File: config.mk
export PLATFORM = sky130hd
export DESIGN_NAME = line_drawer
export DESIGN_NICKNAME = d
export VERILOG_FILES = /design/src/rtl/line_drawer_pkg.sv /design/src/rtl/line_drawer.sv
export SDC_FILE = /design/constraint.sdc
export NUM_CORES = 1
export LEC_CHECK = 0
export CAP_MARGIN = 5
export CELL_PAD_IN_SITES_DETAIL_PLACEMENT = 1
export CELL_PAD_IN_SITES_GLOBAL_PLACEMENT = 1
export CORE_MARGIN = 2
export CORE_UTILIZATION = 40
export CTS_BUF_LIST = sky130_fd_sc_hd__clkbuf_4
export DETAILED_ROUTE_END_ITERATION = 12
export PLACE_DENSITY = 0.81
export SLEW_MARGIN = 20
export SYNTH_ARGS = -nofsm -noshare
export SYNTH_HDL_FRONTEND = slang
export SYNTH_SLANG_ARGS = --single-unit
File: constraint.sdc
create_clock -name clk -period 5.62 [get_ports clk]
set_clock_uncertainty 0.2 [all_clocks]
set_input_delay 0.843 -clock clk [delete_from_list [all_inputs] [get_ports clk]]
set_output_delay 0.843 -clock clk [all_outputs]
set_load 0.03 [all_outputs]
File: src/rtl/line_drawer_pkg.sv
// Shared types and width constants for the Bresenham line drawer.
package line_drawer_pkg;

    localparam int COORD_W_DEF = 11;
    // err and e2 carry this many bits beyond COORD_W, so full-range lines cannot overflow.
    localparam int ERR_EXTRA_W = 3;

    typedef enum logic [1:0] {
        LOAD = 2'd0,
        DRAW = 2'd1,
        DONE = 2'd2
    } state_t;

endpackage

File: src/rtl/line_drawer.sv
// Emits one pixel of a straight line per clock (integer Bresenham, all octants).
// Endpoints are captured on the first edge after reset; finished rises after the end pixel.
module line_drawer
    import line_drawer_pkg::*;
#(
    parameter int COORD_W = COORD_W_DEF
) (
    input  logic               clk,
    input  logic               reset,
    input  logic [COORD_W-1:0] x0,
    input  logic [COORD_W-1:0] y0,
    input  logic [COORD_W-1:0] x1,
    input  logic [COORD_W-1:0] y1,
    output logic [COORD_W-1:0] x,
    output logic [COORD_W-1:0] y,
    output logic               finished
);

    localparam int DW = COORD_W + 1;
    localparam int EW = COORD_W + ERR_EXTRA_W;

    state_t               state_q;
    logic                 finished_q;
    logic [COORD_W-1:0]   px_q, py_q, px_d, py_d;
    logic [COORD_W-1:0]   x1_q, y1_q;
    logic signed [EW-1:0] err_q, err_d;
    logic signed [EW-1:0] dx_q, dy_q;
    logic                 sx_neg_q, sy_neg_q;

    logic signed [DW-1:0] x0_s, y0_s, x1_s, y1_s;
    logic signed [DW-1:0] adx, ady;
    logic signed [EW-1:0] dx_init, dy_init, e2;
    logic                 step_x, step_y, at_end;

    assign x0_s = $signed({1'b0, x0});
    assign y0_s = $signed({1'b0, y0});
    assign x1_s = $signed({1'b0, x1});
    assign y1_s = $signed({1'b0, y1});

    always_comb begin
        adx     = (x1_s >= x0_s) ? (x1_s - x0_s) : (x0_s - x1_s);
        ady     = (y1_s >= y0_s) ? (y1_s - y0_s) : (y0_s - y1_s);
        dx_init = $signed({{(EW-DW){1'b0}}, adx});
        dy_init = -$signed({{(EW-DW){1'b0}}, ady});
    end

    // Both steps are decided from the same e2, so a diagonal move updates err twice.
    always_comb begin
        e2     = $signed({err_q[EW-2:0], 1'b0});
        step_x = (e2 >= dy_q);
        step_y = (e2 <= dx_q);
        at_end = (px_q == x1_q) && (py_q == y1_q);
        err_d  = err_q;
        px_d   = px_q;
        py_d   = py_q;
        if (step_x) begin
            err_d = err_d + dy_q;
            px_d  = sx_neg_q ? (px_q - COORD_W'(1)) : (px_q + COORD_W'(1));
        end
        if (step_y) begin
            err_d = err_d + dx_q;
            py_d  = sy_neg_q ? (py_q - COORD_W'(1)) : (py_q + COORD_W'(1));
        end
    end

    always_ff @(posedge clk or posedge reset) begin
        if (reset) begin
            state_q    <= LOAD;
            finished_q <= 1'b0;
            px_q       <= '0;
            py_q       <= '0;
            x1_q       <= '0;
            y1_q       <= '0;
            err_q      <= '0;
            dx_q       <= '0;
            dy_q       <= '0;
            sx_neg_q   <= 1'b0;
            sy_neg_q   <= 1'b0;
        end else begin
            case (state_q)
                LOAD: begin
                    px_q     <= x0;
                    py_q     <= y0;
                    x1_q     <= x1;
                    y1_q     <= y1;
                    dx_q     <= dx_init;
                    dy_q     <= dy_init;
                    err_q    <= dx_init + dy_init;
                    sx_neg_q <= !(x0 < x1);
                    sy_neg_q <= !(y0 < y1);
                    state_q  <= DRAW;
                end
                DRAW: begin
                    if (at_end) begin
                        state_q    <= DONE;
                        finished_q <= 1'b1;
                    end else begin
                        err_q <= err_d;
                        px_q  <= px_d;
                        py_q  <= py_d;
                    end
                end
                DONE: state_q <= DONE;
                default: state_q <= LOAD;
            endcase
        end
    end

    // In LOAD the start point is shown straight from the inputs, even while reset is held.
    assign x        = (state_q == LOAD) ? x0 : px_q;
    assign y        = (state_q == LOAD) ? y0 : py_q;
    assign finished = finished_q;

endmodule

==> metrics.csv, run 1 <==
stage,metric,value,unit
placement,HPWL after DPL,24400,um
placement,I/O Buffers,68,
worst_setup_path,slowest cell on the critical path,dfrtp_2,
run,max cap viols,0,
layout,# nets final,1479,
clock_network,CTS tree,yes,
routing,Post-DRT Antenna Nets,0,
power,clock power share,5.2,%
sta,max_slew headroom,36.7,%
power,P_leak,5.53,nW
layout,n_diodes,0,
logic_synthesis,Synth Area in XOR/XNOR,7.94,%
logic_synthesis,"Async S/R FF share, synth",100,%
global_route,largest net degree at the start of global routing,59,
worst_setup_path,crit start category,register,
layout,"Core Util, Final",49.3,%
logic_synthesis,main combinational cell family by area after synthesis,compound AO/OA/AOI/OAI gates,
routing,vias per cell,5.56,
worst_setup_path,Crit path largest cell delay,0.48,ns
routing,DRT Pass-1 Iters,6,
worst_setup_path,critical path cell sequence,ha_1 > nor2b_1 > o21a_1 > o21a_1 > o21a_1 > o21a_1 > o211ai_1 > a21oi_2 > mux2i_2 > inv_1 > ha_1 > a21o_1 > a21oi_1 > o21ai_0 > a21oi_1 > o21ai_0 > a21oi_1 > o21bai_1 > a2111o_1 > nand3_1 > nor4b_2 > o21ai_0 > nand2_1,
layout,Layout area overhead,20.6,%
worst_setup_path,CP required,5.87,ns
logic_synthesis,ys flop type,dfrtp_1,
global_route,Total GRT Usage,24.3,%
sta,RSZ-0062 raised after global routing,yes,
logic_synthesis,sequential fraction of the synthesis area,22.8,%
routing,DR vias,9019,
logic_synthesis,Yosys reg bits,88,
power,Internal,3.90,mW
layout,layout cells sized above 1,17.6,%
logic_synthesis,number of enable flip-flop cells after synthesis,0,
clock_network,htree depth,3,
layout,Filler Cell Count,2865,
logic_synthesis,synth unique cells,79,
floorplan,cell row count,56,
floorplan,core area,23600,sq um
clock_network,clock latency on the worst-skew pair,0.50,ns
floorplan,die height,159,um
power,maximum VDD drop,371,uV
power,sw power,4.10,mW
worst_setup_path,cell repeated most along the worst path,o21a_1,
logic_synthesis,Synth Area in Adders,18.1,%
floorplan,Initial Utilization,40.9,%
global_route,global route overflow,0,
clock_network,Sink Count,88,
worst_setup_path,Critical Path Fanout Max,5,
floorplan,die area,25400,sq um
logic_synthesis,post-synthesis average cell area,8.44,sq um
sta,worst slew pin tran,0.949,ns
worst_setup_path,Critical Path End Type,register,
worst_setup_path,Worst EP arrival,5.67,ns
power,switching part of the total power,51.3,%
sta,Final Hold Vio Count,0,
global_route,global-route wire length before repair,50100,um
power,sequential share of power,16.4,%
logic_synthesis,post-synthesis mux area share,9.51,%
routing,DRC,0,
logic_synthesis,synthesized net count,1325,
logic_synthesis,Mapped Area,9660,sq um
hold_path,Worst Hold Class,reg2reg,
clock_network,number of buffers created by CTS,9,
global_route,initial antenna violation count,0,
global_route,vias in the first global route,9669,
routing,Initial DRC Count,404,
clock_network,Post-CTS Hold Fix Bufs,0,
clock_network,Max clock buf depth,2,
placement,Final Wtd Congestion,0.844,
logic_synthesis,Simple-Gate Fraction of Synth Area,14.1,%
routing,Routed WL,30700,um
status,status,"finished, final reports clean",
sta,Final Max Slew Viols,0,
logic_synthesis,Compound-Gate Fraction of Synth Area,21.1,%
sta,"Period Utilization, post-route",96.4,%
logic_synthesis,Mapped Cells,1145,
sta,final setup fails,0,
floorplan,die width,159,um
sta,fin crit period,5.42,ns
logic_synthesis,Yosys Warn Count,0,
worst_setup_path,Worst Path Buf+Inv,1,
sta,Fmax achieved,185,MHz
sta,Fin Setup TNS,0,ns
power,pwr/cell area,688,nW/um^2
floorplan,top-level I/O count,69,
clock_network,clk root buf,clkbuf_4,
power,combinational power share,78.4,%
worst_setup_path,Worst path top cell family by delay,compound AO/OA/AOI/OAI gates,
clock_network,"Clk pin slew, worst setup/hold paths",0.17,ns
routing,Avg WL per Cell,18.9,um
worst_setup_path,WS Path Type,reg2reg,
## placed cells by master (no fill, tap or decap), types with 59 or more instances in the layout
cell type,Yosys,layout
mux2_2,60,59
nor2_1,66,64
buf_4,0,114
inv_1,120,119
ha_1,125,123
nand2_1,74,74
a21oi_1,102,101
dfrtp_1,88,87
o21ai_0,87,84
clkdlybuf4s50_1,0,68
## through the flow
| stage | instances | cell area [sq um] | power, mW | hold slack [ns] | setup slack (ns) |
|---|---|---|---|---|---|
| 2_1_floorplan | 1145 | 9660 | 5.57 | 0.301 | 0.0865 |
| 3_3_place_gp | 1603 | 11400 | 7.07 | 0.269 | -0.192 |
| 3_5_place_dp | 1603 | 11400 | 7.42 | 0.268 | -0.367 |
| 4_1_cts | 1619 | 11600 | 7.90 | 0.306 | 0.0411 |
| 5_1_grt | 1623 | 11600 | 8.75 | 0.344 | -0.112 |
| 6_report | 1623 | 11600 | 8.01 | 0.297 | 0.200 |
## final timing paths
path	start	slack, ns	cells after the start	end
min in group asynchronous	reset	0.60	2	dy_q[0]
max reg2reg	err_q[0]	0.20	23	err_q[11]
min reg2reg	finished	0.30	1	finished
min	finished	0.30	1	finished
max	err_q[0]	0.20	23	err_q[11]
max in group asynchronous	reset	3.47	3	y1_q[9]
## power by group through the flow
stage          registers (mW)  logic, mW  clock network, mW
2_1_floorplan            1.20       4.37                  0
3_3_place_gp             1.30       5.77                  0
3_5_place_dp             1.33       6.09                  0
4_1_cts                  1.31       6.17              0.426
5_1_grt                  1.36       6.95              0.445
6_report                 1.31       6.28              0.413
## cell usage after synthesis (19+ instances only)
cell        n  area, sq um
a21oi_1   102          510
clkbuf_1   28          105
o21bai_1   19          143
ha_1      125         1560
xor2_1     39          342
nor2_1     66          248
a21o_1     28          210
nor3_1     26          130
nand2_1    74          278
xnor2_1    46          403
nor2b_1    22          138
dfrtp_1    88         2200
o21ai_0    87          435
mux2i_1    22          220
mux2_2     60          676
inv_1     120          450
## metal layers
metal / track usage [%] / share of wire, %
met1: 31.1 / 45
met2: 43.1 / 50
met3: 2.27 / 3.1
met4: 7.64 / 2.3
met5: 0 / 0
## final cells by class
class	count	area (sq um)	share of cell area, %
clock inverters	7	77.6	0.666
multi-input cells	898	6910	59.3
flip-flops and latches	88	2200	18.9
repair buffers	182	1540	13.2
well taps	319	399	3.43
clock buffers	9	67.6	0.580
inverters	120	452	3.88
## cells by family (layout without fill, tap and decap cells)
logic type	after synthesis	count (layout)
AOI/OAI and AO/OA	323	323
and+or+nand+nor	272	272
buffers and inverters	159	318
adders and majority gates	134	134
DFF	88	88
xor gates and xnor gates	86	86
muxes	83	83
## what timing repair did
action                                  CTS  global route
setup buffers                             0             4
endpoints found under the setup margin    1             4
pin swaps                                 0            12
resized for setup                         2            20
cloned                                    0             0
## sequential cells by signal, indices dropped and copies added (netlist names)
signal / cells
dx_q: 12
dy_q: 14
err_q: 13
finished: 1
px_q: 11
py_q: 11
state_q: 2
sx_neg_q: 1
sy_neg_q: 1
x1_q: 11
y1_q: 11
Power figures use the tool's default switching activity.
==> run 2: changes to the inputs <==
--- a/config.mk
+++ b/config.mk
@@ -8,7 +8,6 @@
 export CAP_MARGIN = 5
 export CELL_PAD_IN_SITES_DETAIL_PLACEMENT = 1
 export CELL_PAD_IN_SITES_GLOBAL_PLACEMENT = 1
-export CORE_MARGIN = 2
 export CORE_UTILIZATION = 40
 export CTS_BUF_LIST = sky130_fd_sc_hd__clkbuf_4
 export DETAILED_ROUTE_END_ITERATION = 12
==> run 2 against run 1 <==
Against the previous run:
- largest power group unchanged
- power fell by 1.6%
- combinational power fell by 1%
- clock power fell by 12%
- register-to-register slack improved by 0.096 ns
- routed wire length rose by 1.2%
- critical endpoint unchanged
- sequential power barely moved
==> metrics.csv, run 2 (synthesis results as in run 1) <==
stage,metric,value,unit,change
layout,layout cells sized above 1,18.2,%,+0.54 points
sta,Fmax achieved,188,MHz,+1.8%
routing,Avg WL per Cell,19.0,um,+0.49%
placement,I/O Buffers,68,,unchanged
placement,HPWL after DPL,25100,um,+3.2%
layout,Largest register FFs,14,,unchanged
layout,"most common cell after layout, fill and taps aside",buf_4,,
sta,Final Hold Vio Count,0,,unchanged
run,max cap viols,0,,unchanged
layout,Post-Layout Cell Count,1635,,+0.74%
sta,Fin Setup TNS,0,ns,unchanged
worst_setup_path,critical path cell sequence,inv_1 > ha_1 > nor2b_1 > o21a_1 > o21a_1 > o21a_1 > o21a_1 > o211ai_1 > a21oi_2 > mux2i_1 > inv_1 > ha_1 > a21o_1 > a21oi_1 > o21ai_0 > a21oi_1 > o21ai_0 > a21oi_1 > o21bai_1 > a2111o_1 > nand3_1 > nor4b_1 > o21ai_0 > nand2_1,,
global_route,global-route wire length before repair,50300,um,+0.37%
routing,Routed WL,31000,um,+1.2%
worst_setup_path,crit path launch,dy_q[1],,
worst_setup_path,r2r setup slk,0.30,ns,+0.10 ns
clock_network,Post-CTS Hold Fix Bufs,0,,unchanged
layout,"Design Area, Final",11700,sq um,+0.53%
clock_network,htree depth,3,,unchanged
sta,"Period Utilization, post-route",94.7,%,-1.7 points
routing,DRT Pass-1 Iters,4,,-2
worst_setup_path,r2r startpoint,dy_q[1],,
worst_setup_path,Worst path top cell family by delay,compound AO/OA/AOI/OAI gates,,
worst_setup_path,Worst EP arrival,5.60,ns,-0.07 ns
worst_setup_path,Critical Path End Type,register,,
power,pwr/cell area,673,nW/um^2,-2.2%
power,P_leak,5.58,nW,+0.99%
clock_network,clock latency on the worst-skew pair,0.52,ns,+0.02 ns
routing,Initial DRC Count,378,,-6.4%
worst_setup_path,crit start category,register,,
routing,vias per cell,5.55,,about the same
worst_setup_path,Critical Path Fanout Max,5,,unchanged
clock_network,clk root buf,clkbuf_4,,
floorplan,cell row count,56,,unchanged
hold_path,Worst Hold Class,reg2reg,,
global_route,initial antenna violation count,1,,+1
floorplan,die height,157,um,-1.3%
sta,Final Max Slew Viols,0,,unchanged
layout,"Core Util, Final",49.7,%,+0.41 points
placement,placed cell area,11500,sq um,+0.92%
worst_setup_path,cell repeated most along the worst path,o21a_1,,
global_route,vias in the first global route,9608,,-0.63%
worst_setup_path,CP required,5.89,ns,+0.02 ns
floorplan,core area,23500,sq um,-0.30%
floorplan,Initial Utilization,41.0,%,+0.12 points
routing,DR vias,9078,,+0.65%
sta,max_slew headroom,40.7,%,+4.0 points
worst_setup_path,WS Path Type,reg2reg,,
clock_network,Max clock buf depth,2,,unchanged
power,maximum VDD drop,340,uV,-8.3%
global_route,largest net degree at the start of global routing,58,,-1.7%
floorplan,die width,157,um,-1.3%
layout,Layout area overhead,21.2,%,
routing,Post-DRT Antenna Nets,0,,unchanged
layout,# nets final,1490,,+0.74%
clock_network,number of buffers created by CTS,9,,unchanged
sta,worst slew pin tran,0.887,ns,-0.0620 ns
layout,"commonest non-fill, non-tap cells in the layout","125 x buf_4, 124 x ha_1, 119 x inv_1",,
placement,dpl cells,1617,,+0.87%
layout,Biggest register,dy_q,,
routing,DRC,0,,unchanged
placement,Final Wtd Congestion,0.880,,+4.3%
worst_setup_path,slowest cell on the critical path,a2111o_1,,
clock_network,"Clk pin slew, worst setup/hold paths",0.17,ns,about the same
clock_network,Sink Count,88,,unchanged
hold_path,HP Start,finished,,
worst_setup_path,Crit path largest cell delay,0.45,ns,-0.03 ns
global_route,global route overflow,0,,unchanged
worst_setup_path,Worst Path Buf+Inv,2,,+1
status,status,"finished, final reports clean",,
global_route,Total GRT Usage,26.1,%,+1.8 points
floorplan,die area,24800,sq um,-2.5%
clock_network,CTS tree,yes,,
sta,final setup fails,0,,unchanged
sta,fin crit period,5.32,ns,-0.0963 ns
floorplan,top-level I/O count,69,,unchanged
layout,top flop regs,"dy_q (14), err_q (13), dx_q (12)",,
-- run 2: per-stage QoR --
stage / hold WS, ns / setup WS, ns / power, mW
floorplan: 0.301 / 0.0865 / 5.57
global placement: 0.261 / -0.0969 / 7.09
detailed placement: 0.259 / -0.413 / 7.43
CTS: 0.296 / 0.116 / 7.83
global route: 0.317 / -0.0167 / 8.59
finish: 0.298 / 0.297 / 7.88
-- run 2: per-layer routing --
layer | GRT usage (%) | vias up | share of wire, %
met5 | 0 | - | 0
met4 | 9.75 | 0 | 2.9
met3 | 2.15 | 59 | 2.4
met2 | 45.6 | 163 | 49
met1 | 33.4 | 4491 | 46
li1 | - | 4365 | -
-- run 2: worst reg2reg max path, delay by kind of cell, from the launching register on --
kind,cells,cell delay [ns]
and+or+nand+nor,4,0.62
muxes,1,0.32
buffers and inverters,2,0.17
adders and majority gates,2,0.55
AOI/OAI and AO/OA,15,3.02
DFF,1,0.42
-- run 2: repair_timing --
item	in CTS	in global routing
gates resized for setup	0	17
setup endpoints to repair	0	4
setup buffers	0	1
endpoints found under the hold margin	0	0
-- run 2: path summary, 6_finish.rpt --
| kind | end | depth (start not counted) |
|---|---|---|
| setup / recovery | err_q[11] | 24 |
| hold / removal | finished | 1 |
| setup reg to reg | err_q[11] | 24 |
| hold reg to reg | finished | 1 |
| max in group asynchronous | dx_q[2] | 3 |
| min in group asynchronous | dy_q[0] | 2 |
-- run 2: power by group --
part | switching [mW] | internal (mW) | leakage, nW
logic | 3.41 | 2.77 | 4.47
clock network | 0.267 | 0.0973 | 0.0667
registers | 0.365 | 0.959 | 1.05
-- run 2: final cells by class --
cell class                 count  area (sq um)
fill                        2878         11800
timing repair buffer         193          1620
inverter                     120           453
tap                          319           399
clock buffer                  10          75.1
sequential                    88          2200
clock inverter                 6          43.8
multi-input combinational    898          6920
antenna                        1          2.50
==> patch 1 (config.mk and constraints of run 1) <==
Register the outputs `x` and `y`, with the module's reset; this adds one clock of latency there. The other outputs are not delayed to match.
--- a/src/rtl/line_drawer.sv
+++ b/src/rtl/line_drawer.sv
@@ -107,8 +107,15 @@
     end
 
     // In LOAD the start point is shown straight from the inputs, even while reset is held.
-    assign x        = (state_q == LOAD) ? x0 : px_q;
-    assign y        = (state_q == LOAD) ? y0 : py_q;
+    always_ff @(posedge clk or posedge reset) begin
+        if (reset) begin
+            x <= '0;
+            y <= '0;
+        end else begin
+            x <= (state_q == LOAD) ? x0 : px_q;
+            y <= (state_q == LOAD) ? y0 : py_q;
+        end
+    end
     assign finished = finished_q;
 
 endmodule
Check against the original RTL: not equivalent (a bounded check fails within 4 cycles, from zero or initial values and one cycle with reset high).
==> patch 1 against run 1 <==
  * Setup slack better by 0.027 ns
  * Area after synthesis is 6.0% higher
  * Sequential cell count is 22 higher
  * Clock power is 8.0% higher
  * Wire length is 7.0% higher
  * Design area is 5.8% higher
  * Core utilization is 0.41 points lower
  * Power is 4.8% higher
  * Synthesized cell count is 2.1% higher
  * Critical path type unchanged
  * Largest power group unchanged
==> patch 1: results (changes against run 1) <==
cells_and_area:
  instances_no_fill: 1671  # +3.0%
  seq_share_pct: 22.34  # +3.4 points
  num-multi-input-gates: 900  # +0.22%
  design.seq.count: 110  # +25%
  multi_input_area_share_pct: 56.18  # -3.2 points
  nets: 1514  # +2.4%
  n_all_inverters: 119  # -0.83%
  n_all_buffers: 194  # +6.6%
  drive_gt1_share_pct: 16.95  # -0.69 points
  clk_share_pct: 1.209  # -0.037 points
  antennaDiodeCount: 2  # +2
  buffer_area_share_pct: 13.23  # +0.044 points
sta:
  slew-limit-headroom_pct: 44.28  # +7.6 points
critical_path:
  r2r_cells: 25  # +8.7%
  critPathMaxStageDelay_ns: 0.43  # -0.05 ns
  critPathSlowestCell: "dfrtp_1"
  cp.arrival_ns: 5.64  # -0.03 ns
  critPathMaxFanout: 6  # +1
place:
  dpl.cell_count: 1646  # +2.7%
  hpwl_um: 26130  # +7.2%
  gp_congestion: 0.9195  # +8.9%
power_and_ir_drop:
  ir_drop_mv: 0.2812  # -24%
  p_leak_uw: 0.005909  # +6.9%
global_route:
  grt_max_degree: 68  # +15%
  grt_first_pass_wirelength_um: 52370  # +4.5%
  antenna_found_initial: 2  # +2
  grt_pass1_vias: 9975  # +3.2%
  grtUsageTotal_pct: 24.88  # +0.59 points
routing:
  drt_wl_total_um: 32810  # +7.0%
  drt_iter0_markers: 555  # +37%
  viasPerCell: 5.575  # +0.32%
clock_tree:
  clk_transition_reported_paths_ns: 0.21  # +0.04 ns
  clk_latency_ns: 0.54  # +0.04 ns
logic_synthesis:
  syn-num-nets: 1349  # +1.8%
  synth_fa_ha_area_share_pct: 17.03  # -1.0 points
  synth_compound_area_share_pct: 19.04  # -2.0 points
  ys_types: 80  # +1.3%
  synthMuxAreaShare_pct: 9.527  # +0.020 points
  synth-seq-area-share_pct: 26.87  # +4.1 points
  synthTopCellsByCount: "ha_1 (125), inv_1 (118), dfrtp_1 (110)"
  syn_area_per_cell_sq_um: 8.763  # +3.9%
  synth_xor_xnor_area_share_pct: 7.964  # +0.023 points
outcome:
  status: "complete, no violations"
-- patch 1: cell types whose count changed after synthesis, sizes merged, moves of 6 or more --
cell | before | now
dfrtp | 88 | 110
nand2 | 75 | 96
a21oi | 103 | 91
o21bai | 19 | 8
mux2i | 23 | 33
o21a | 16 | 7
buf | 11 | 18
nor2 | 68 | 61
a221oi | 1 | 7
and3 | 17 | 11
clkbuf | 28 | 22
nand3 | 15 | 21
-- patch 1: kinds of logic (layout without fill, tap and decap cells) --
| kind of cell | Yosys count | in the layout |
|---|---|---|
| AO/OA/AOI/OAI | 308 | 308 |
| buffers and inverters | 159 | 329 |
| AND/OR/NAND/NOR | 279 | 279 |
| adder cells (fa/ha/maj) | 134 | 134 |
| flip-flops | 110 | 110 |
| multiplexers | 90 | 90 |
| XOR/XNOR | 89 | 89 |
| other | 0 | 2 |
-- patch 1: path summary, 6_finish.rpt --
| kind | startpoint | to | slack, ns |
|---|---|---|---|
| setup / recovery | dy_q[1]$_DFFE_PP0P_ | err_q[12]$_DFFE_PP0P_ | 0.23 |
| setup reg to reg | dy_q[1]$_DFFE_PP0P_ | err_q[12]$_DFFE_PP0P_ | 0.23 |
| max in group asynchronous | reset | dy_q[5]$_DFFE_PP0P_ | 3.71 |
| hold reg to reg | state_q[1]$_DFFE_PP0P_ | state_q[1]$_DFFE_PP0P_ | 0.34 |
| hold / removal | state_q[1]$_DFFE_PP0P_ | state_q[1]$_DFFE_PP0P_ | 0.34 |
| min in group asynchronous | reset | dy_q[11]$_DFFE_PP0P_ | 0.43 |
-- patch 1: repair_timing --
item,in CTS,in global routing
gates resized for setup,1,15
hold buffers,0,0
pin swaps,0,6
setup endpoints to repair,3,4
cloned,0,0
buffers inserted,0,7
-- patch 1: critical path: cells and delay by family (launching register included) --
family | cells | cell delay [ns]
compound gates | 11 | 2.17
simple gates | 5 | 0.77
fa+ha+maj | 3 | 0.67
mux | 2 | 0.56
flops | 1 | 0.43
buf+inv | 3 | 0.33
xor+xnor | 1 | 0.14
-- patch 1: stage by stage --
stage | total power, uW | util (%) | worst slack, ns | instance area [sq um]
after global placement | 7331 | 47.87 | -0.01607 | 12060
after global routing | 9110 | 48.92 | 0.01596 | 12320
after detailed placement | 7712 | 47.87 | -0.3576 | 12060
after floorplan | 5744 | - | 0.1913 | 10240
after CTS | 8213 | 48.48 | 0.02120 | 12210
final | 8390 | 48.92 | 0.2274 | 12320
-- patch 1: routing by layer --
layer  track usage (%)  vias up  share of wire, %
li1                  -     4438                 -
met1             32.07     4608                45
met2             42.70      209                48
met3             2.955       60               3.5
met4             9.410        0               3.6
met5                 0        -                 0
-- patch 1: power breakdown --
part | switching, uW | total [uW] | internal [uW]
Sequential | 360 | 1550 | 1190
Combinational | 3550 | 6390 | 2840
Clock | 336 | 446 | 110
==> patch 2 (settings of run 1) <==
Without the edit above. `ERR_EXTRA_W`: 3 -> 6.
--- a/src/rtl/line_drawer_pkg.sv
+++ b/src/rtl/line_drawer_pkg.sv
@@ -3,7 +3,7 @@
 
     localparam int COORD_W_DEF = 11;
     // err and e2 carry this many bits beyond COORD_W, so full-range lines cannot overflow.
-    localparam int ERR_EXTRA_W = 3;
+    localparam int ERR_EXTRA_W = 6;
 
     typedef enum logic [1:0] {
         LOAD = 2'd0,
Formal check against the unedited RTL: same outputs for any inputs over 4 cycles, from zero or initial values and one cycle with reset high; that may be too few to reach the edited logic, so the function may still have changed.
==> patch 2 against run 1 <==
  * The run now ends with negative setup slack left
  * Design area grew 9.8%
  * Core utilization grew 1.6 points
  * Synthesized cell count grew 4.9%
  * Area after synthesis grew 5.3%
  * Clock power grew 17%
  * Via count grew 9.6%
  * Wire length grew 13%
  * Sequential cell count grew 6
  * Setup slack lost 0.26 ns
  * Critical path depth is the same
  * Cell count grew 7.8%
  * Count of clock-buffer cells in the layout grew 1
  * Power grew 11%
  * Largest cell class unchanged
==> patch 2: results (changes against run 1) <==
cells_and_area:
  clk_share_pct: 1.350  # +0.10 points
  utilization_pct: 50.92  # +1.6 points
  clkbuf_count: 10  # +1
  drive_gt1_share_pct: 21.03  # +3.4 points
  n_all_buffers: 242  # +33%
  multi_input_area_share_pct: 57.60  # -1.7 points
  regArea_sq_um: 2352  # +6.8%
  num-multi-input-gates: 936  # +4.2%
  nets: 1599  # +8.1%
  reg.largest.list: "dy_q (17), err_q (16), dx_q (12)"
global_route:
  grt_pass1_vias: 10474  # +8.3%
  antenna_found_initial: 1  # +1
  gr-usage-met3_pct: 2.336  # +0.070 points
  grt_max_degree: 57  # -3.4%
  grtUsageTotal_pct: 25.48  # +1.2 points
logic_synthesis:
  syn_inst: 1201  # +4.9%
  syn_area_per_cell_sq_um: 8.470  # +0.40%
  ys_types: 78  # -1.3%
critical_path:
  cp.arrival_ns: 5.92  # +0.25 ns
  critPathSlowestCell: "clkdlybuf4s50_1"
  r2r_start: "dy_q[1]$_DFFE_PP0P_"
clock_tree:
  cts_sinks: 94  # +6.8%
  clk_latency_ns: 0.52  # +0.02 ns
routing:
  m1WireLength_um: 15190  # +10%
  route.met2.wl_um: 17000  # +12%
outcome:
  status: "complete, but fails checks"
  violations: "negative setup slack"
hold_path:
  min_to: "dy_q[15]$_DFFE_PP0P_"
sta:
  final.setup.tns_ns: -0.1126  # -0.1126 ns
  setup_viol: 2  # +2
  hold_ws_ns: 0.3073  # +0.01073 ns
  period_share_pct: 101.2  # +4.7 points
  fin_ws_ns: -0.06466  # -0.2649 ns
power_and_ir_drop:
  switching_share_pct: 50.73  # -0.52 points
patch 2: power groups by stage:
stage / clock, uW / sequential [uW] / combinational [uW]
3_5_place_dp: 0 / 1390 / 6660
6_report: 483 / 1390 / 7030
4_1_cts: 491 / 1370 / 6780
5_1_grt: 510 / 1430 / 7710
3_3_place_gp: 0 / 1350 / 6270
2_1_floorplan: 0 / 1280 / 4630
patch 2: repair_timing:
item	CTS	global route
endpoints found under the setup margin	5	8
buffers inserted	1	11
hold buffers	0	0
resized for setup	7	34
pin swaps	3	25
patch 2: kinds of logic (layout without fill, tap and decap cells):
family	Yosys count	after routing	synth area share (%)
multiplexers	85	85	9.139
flip-flops	94	94	23.12
buffers and inverters	171	387	6.445
AO/OA/AOI/OAI	336	336	21.16
AND/OR/NAND/NOR	273	273	13.15
adder cells (fa/ha/maj)	141	141	18.01
other	0	3	0
XOR/XNOR	101	101	8.979
